$ cat config.mk
export PLATFORM = sky130hd
export DESIGN_NAME = cla_result_fifo
export DESIGN_NICKNAME = d
export VERILOG_FILES = /design/src/rtl/cla_result_fifo.sv
export SDC_FILE = /design/constraint.sdc
export NUM_CORES = 1
export LEC_CHECK = 0
export BUFFER_PORTS_ARGS = -buffer_cell sky130_fd_sc_hd__clkbuf_2
export CAP_MARGIN = 20
export CORE_MARGIN = 10
export CORE_UTILIZATION = 48
export DETAILED_ROUTE_END_ITERATION = 10
export PLACE_DENSITY = 0.64
export REMOVE_ABC_BUFFERS = 1
export SLEW_MARGIN = 25
export SYNTH_ARGS = -nofsm -noshare
export SYNTH_HDL_FRONTEND = slang
export SYNTH_SLANG_ARGS = --single-unit
$ cat constraint.sdc
create_clock -name clk -period 6.2 [get_ports clk]
set_input_delay 0.62 -clock clk [delete_from_list [all_inputs] [get_ports clk]]
set_output_delay 0.62 -clock clk [all_outputs]
set_load 0.01 [all_outputs]
$ cat src/rtl/cla_result_fifo.sv
// -----------------------------------------------------------------------------
// cla_result_fifo
//
// Output buffer for the 5-bit carry-lookahead adder. Every registered
// {cout, sum} result that the adder marks valid is captured into a small
// first-word-fall-through FIFO and handed to downstream logic over a
// valid/ready handshake. Results survive a stalled consumer until the
// buffer fills; after that, new results are dropped and stored entries
// are left untouched.
//
// Optional feature macro: CLA_FIFO_DROP_CNT_EN
//   Defined   : adds the 8-bit drop_cnt output, a saturating count of writes
//               dropped because the FIFO was full and not being popped.
//   Undefined : no drop_cnt port; dropped writes are silently discarded.
//
// Parameters
//   WIDTH  adder sum width (default 5)
//   DEPTH  number of entries, power of two, >= 2 (default 8)
//
// Ports
//   clk        in   rising-edge clock, shared with the adder
//   rst        in   asynchronous active-high reset
//   in_valid   in   adder result valid this cycle
//   in_sum     in   adder sum            [WIDTH-1:0]
//   in_cout    in   adder carry out
//   out_valid  out  head entry available
//   out_ready  in   consumer takes the head entry this cycle
//   out_data   out  head entry {cout, sum} [WIDTH:0], 0 while empty
//   full       out  FIFO holds DEPTH entries
//   empty      out  FIFO holds no entries
//   level      out  occupancy 0..DEPTH  [$clog2(DEPTH):0]
//   drop_cnt   out  saturating dropped-write count [7:0] (macro only)
// -----------------------------------------------------------------------------
module cla_result_fifo #(
    parameter  int WIDTH = 5,
    parameter  int DEPTH = 8,
    localparam int AW    = $clog2(DEPTH),
    localparam int LW    = AW + 1
) (
    input  logic             clk,
    input  logic             rst,
    input  logic             in_valid,
    input  logic [WIDTH-1:0] in_sum,
    input  logic             in_cout,
    output logic             out_valid,
    input  logic             out_ready,
    output logic [WIDTH:0]   out_data,
    output logic             full,
    output logic             empty,
    output logic [LW-1:0]    level
`ifdef CLA_FIFO_DROP_CNT_EN
    ,
    output logic [7:0]       drop_cnt
`endif
);

    // -------------------------------------------------------------------------
    // State
    // -------------------------------------------------------------------------
    logic [WIDTH:0]  mem_q [DEPTH];

    logic [AW-1:0]   wr_ptr_q;
    logic [AW-1:0]   wr_ptr_d;
    logic [AW-1:0]   rd_ptr_q;
    logic [AW-1:0]   rd_ptr_d;
    logic [LW-1:0]   level_q;
    logic [LW-1:0]   level_d;
    logic            full_q;
    logic            full_d;
    logic            empty_q;
    logic            empty_d;

    logic            pop;
    logic            push;
    logic [WIDTH:0]  wr_word;

    // -------------------------------------------------------------------------
    // Handshake decode
    // -------------------------------------------------------------------------
    // A pop is only possible when something is stored, so out_ready while
    // empty never moves the read pointer.
    assign pop     = !empty_q && out_ready;

    // When full, a same-cycle pop frees the slot the push needs, so both
    // complete and the new entry lands behind the existing ones.
    assign push    = in_valid && (!full_q || pop);

    assign wr_word = {in_cout, in_sum};

    // -------------------------------------------------------------------------
    // Next-state logic
    // -------------------------------------------------------------------------
    always_comb begin
        wr_ptr_d = wr_ptr_q;
        rd_ptr_d = rd_ptr_q;
        level_d  = level_q;

        // Pointers are exactly AW bits wide, so the increment wraps
        // modulo DEPTH on its own.
        if (push) begin
            wr_ptr_d = wr_ptr_q + AW'(1);
        end
        if (pop) begin
            rd_ptr_d = rd_ptr_q + AW'(1);
        end

        unique case ({push, pop})
            2'b10:   level_d = level_q + LW'(1);
            2'b01:   level_d = level_q - LW'(1);
            default: level_d = level_q;
        endcase

        // Flags are registered alongside level so the outputs come straight
        // from flops rather than from a comparator on the level register.
        full_d  = (level_d == LW'(DEPTH));
        empty_d = (level_d == '0);
    end

    // -------------------------------------------------------------------------
    // Control registers
    // -------------------------------------------------------------------------
    always_ff @(posedge clk or posedge rst) begin
        if (rst) begin
            wr_ptr_q <= '0;
            rd_ptr_q <= '0;
            level_q  <= '0;
            full_q   <= 1'b0;
            empty_q  <= 1'b1;
        end else begin
            wr_ptr_q <= wr_ptr_d;
            rd_ptr_q <= rd_ptr_d;
            level_q  <= level_d;
            full_q   <= full_d;
            empty_q  <= empty_d;
        end
    end

    // -------------------------------------------------------------------------
    // Storage
    // -------------------------------------------------------------------------
    // Entries are not reset: after a reset the pointers and level say the
    // FIFO is empty, and out_data is forced to 0 while empty, so stale
    // contents can never be observed.
    for (genvar gi = 0; gi < DEPTH; gi++) begin : g_entry
        always_ff @(posedge clk) begin
            if (push && (wr_ptr_q == AW'(gi))) begin
                mem_q[gi] <= wr_word;
            end
        end
    end

    // -------------------------------------------------------------------------
    // Dropped-write counter
    // -------------------------------------------------------------------------
`ifdef CLA_FIFO_DROP_CNT_EN
    logic [7:0] drop_cnt_q;
    logic [7:0] drop_cnt_d;
    logic       drop;

    // A write is lost only when full and nothing leaves this cycle.
    assign drop = in_valid && full_q && !pop;

    always_comb begin
        drop_cnt_d = drop_cnt_q;
        if (drop && (drop_cnt_q != 8'hFF)) begin
            drop_cnt_d = drop_cnt_q + 8'd1;
        end
    end

    always_ff @(posedge clk or posedge rst) begin
        if (rst) begin
            drop_cnt_q <= 8'd0;
        end else begin
            drop_cnt_q <= drop_cnt_d;
        end
    end

    assign drop_cnt = drop_cnt_q;
`endif

    // -------------------------------------------------------------------------
    // Outputs
    // -------------------------------------------------------------------------
    assign out_valid = !empty_q;
    assign full      = full_q;
    assign empty     = empty_q;
    assign level     = level_q;

    // First-word fall-through: the head entry is visible without a read
    // request; zero while empty so nothing stale leaks out.
    assign out_data  = empty_q ? '0 : mem_q[rd_ptr_q];

endmodule

==> run metrics <==
Worst-Skew Late Latency 320 ps; Yosys top cell by area edfxtp_1; routed vias/inst 5.29; CTS tree done; DRT Pass-1 Iters 4; largest cells by area after synthesis edfxtp_1 (55%), dfrtp_1 (11%), mux4_2 (8.6%), ha_1 (4.8%), mux2i_1 (2.3%); DRC errors left 0; cell depth of the worst flop-to-flop path 10; worst r2r src empty$_DFF_PP1_; MaxCap Viol Count 0; sequential element share of the synthesized area 66.8%; cell chosen for the clock root clkbuf_8; status finished clean; starting density of the core 50.1%; Core Area 5200 um^2; Setup TNS Final 0 ps; final antenna-violating net count 0; Slew HR 48.0%; Die H 93.7 um; Hold Crit Class in2async; Leak 1.13 nW; minimum clock period 3060 ps; routed vias 1343; FF+latch count, synth 60; PortBufs 22; Final setup viols 0; Max rail drop VDD 0.000230 V; Slew Viols, Final 0; CP endpoint kind flop; Placer Congestion 0.706; die area 8780 um^2; Place WS 2890 ps; Area Growth Syn to Fin 12.4%; Final nets 199; clock tree sinks 60; DP HPWL 3.18 mm; Reg clk slew, reported paths 60 ps; mean post-synth cell area 17.1 um^2; row count 26; CP arrival 3300 ps; 1st-iter DRT viols 54; CTS resizes 0; Syn Std Cell Area 2610 um^2; Crit path required time 6440 ps; Worst Skew 5.64 ps; yosys warns 0; Worst Max-Slew Pin Slew 780 ps; routed len/inst 18.1 um; gr ovfl total 0; Die Wd 93.7 um; Synth Instances 153; vias in the first global route 1405; H-Tree Depth 3; GRT Util Overall 11.2%; R2R Setup Slk 3140 ps; Worst R2R End empty$_DFF_PP1_; Yosys cell types 32; RSZ-0062 raised after global routing false; Tcrit/Tclk final 49.3%; clk buf depth 2; startpoint types flop; final worst setup slack 3140 ps; share of cells above drive strength 1 27.2%; final wirelength 4.59 mm; boundary pin count 23; Crit Path Max Fanout 12; fmax 0.327 GHz; CTS Buf Count 9; first-pass GRT wire length 7.30 mm; Synth top area share 55.3%; power per cell area 470 nW/um^2; Post-CTS Setup Bufs 0; initial antenna violation count 0; largest net degree at the start of global routing 15; ANT cells 0; CTS hold repair buffers 0; final hold vios 0; critical path type reg2reg
==> metal layers <==
| layer | GRT usage (%) | up-vias | wire length (um) |
|---|---|---|---|
| li1 | - | 631 | - |
| met5 | 0 | - | 0 |
| met2 | 19.0 | 26 | 2400 |
| met1 | 12.9 | 679 | 1940 |
| met3 | 2.72 | 7 | 197 |
| met4 | 5.70 | 0 | 59 |
==> cells in the final DEF (no fill, tap or decap), drive strengths merged, types with 4 or more instances in the layout <==
cell / n
and3: 7
clkbuf: 35
dfrtp: 11
edfxtp: 48
ha: 10
inv: 8
mux2i: 6
mux4: 12
nand2: 4
nor2: 8
xnor2: 5
==> sequential cells by signal, indices dropped and copies added (netlist names) <==
name	cells
rd_ptr_q	3
full	1
empty	1
mem_q	48
level	4
wr_ptr_q	3
==> worst max-delay path by stage <==
stage                    startpoint              end  slack, ps  cells after the start
finish              empty$_DFF_PP1_  empty$_DFF_PP1_       3140                     10
global route        empty$_DFF_PP1_   full$_DFF_PP0_       2920                     10
CTS                 empty$_DFF_PP1_  empty$_DFF_PP1_       3140                     10
detailed placement        out_ready  empty$_DFF_PP1_       2890                     11
global placement          out_ready  empty$_DFF_PP1_       3060                     11
floorplan                 out_ready  empty$_DFF_PP1_       3330                     10
==> power by group <==
| part | total, mW | leakage [nW] | internal (mW) | switching, mW |
|---|---|---|---|---|
| combinational | 0.448 | 0.459 | 0.233 | 0.215 |
| sequential | 0.634 | 0.579 | 0.525 | 0.109 |
| clock | 0.298 | 0.0885 | 0.164 | 0.134 |
==> final cells by class <==
class / count / area (um^2)
Fill cell: 423 / 2270
Sequential cell: 60 / 1740
Multi-Input combinational cell: 78 / 790
Clock buffer: 13 / 159
Timing Repair Buffer: 22 / 110
Tap cell: 70 / 87.6
Inverter: 8 / 30.0
Clock inverter: 3 / 12.5
==> stage by stage <==
stage / utilization [%] / instances / power (mW) / hold slack, ps / area (um^2)
2_1_floorplan: - / 146 / 0.934 / 484 / 2560
3_3_place_gp: 53.0 / 238 / 1.08 / 556 / 2760
3_5_place_dp: 53.0 / 238 / 1.10 / 573 / 2760
4_1_cts: 56.3 / 254 / 1.40 / 311 / 2930
5_1_grt: 56.3 / 254 / 1.47 / 335 / 2930
6_report: 56.3 / 254 / 1.38 / 293 / 2930
==> synth_stat cells (all sizes together) <==
master   instances
a211oi           1
dfstp            1
clkbuf           1
o21a             1
ha              10
mux2i            6
a211o            1
buf              6
mux4            12
xor2             2
or2              1
nor2             8
a2bb2oi          1
a32oi            1
nand4            1
inv              8
o21ai            3
dfrtp           11
edfxtp          48
and3b            1
nand2            4
nand3            1
and3             7
nor3b            2
xnor2            5
and2             2
a21oi            3
mux2             2
nor2b            3
==> cells by family after synthesis <==
| family | after synthesis | share of synthesized area (%) |
|---|---|---|
| AOI/OAI and AO/OA | 11 | 3.07 |
| xor gates and xnor gates | 7 | 2.35 |
| adders and majority gates | 10 | 4.80 |
| buffers and inverters | 15 | 2.93 |
| DFF | 60 | 66.8 |
| muxes | 20 | 13.8 |
| and+or+nand+nor | 30 | 6.23 |
==> worst max-delay path: stages, from the launching register on <==
cell and delay, ps:
dfstp_2 430, nor2b_1 440, o21a_1 370, inv_1 140
ha_1 260, xor2_1 180, ha_1 310, nor3b_1 270
a21oi_1 70, a211o_1 310, a211oi_2 180
(Power assumes the default switching activity.)
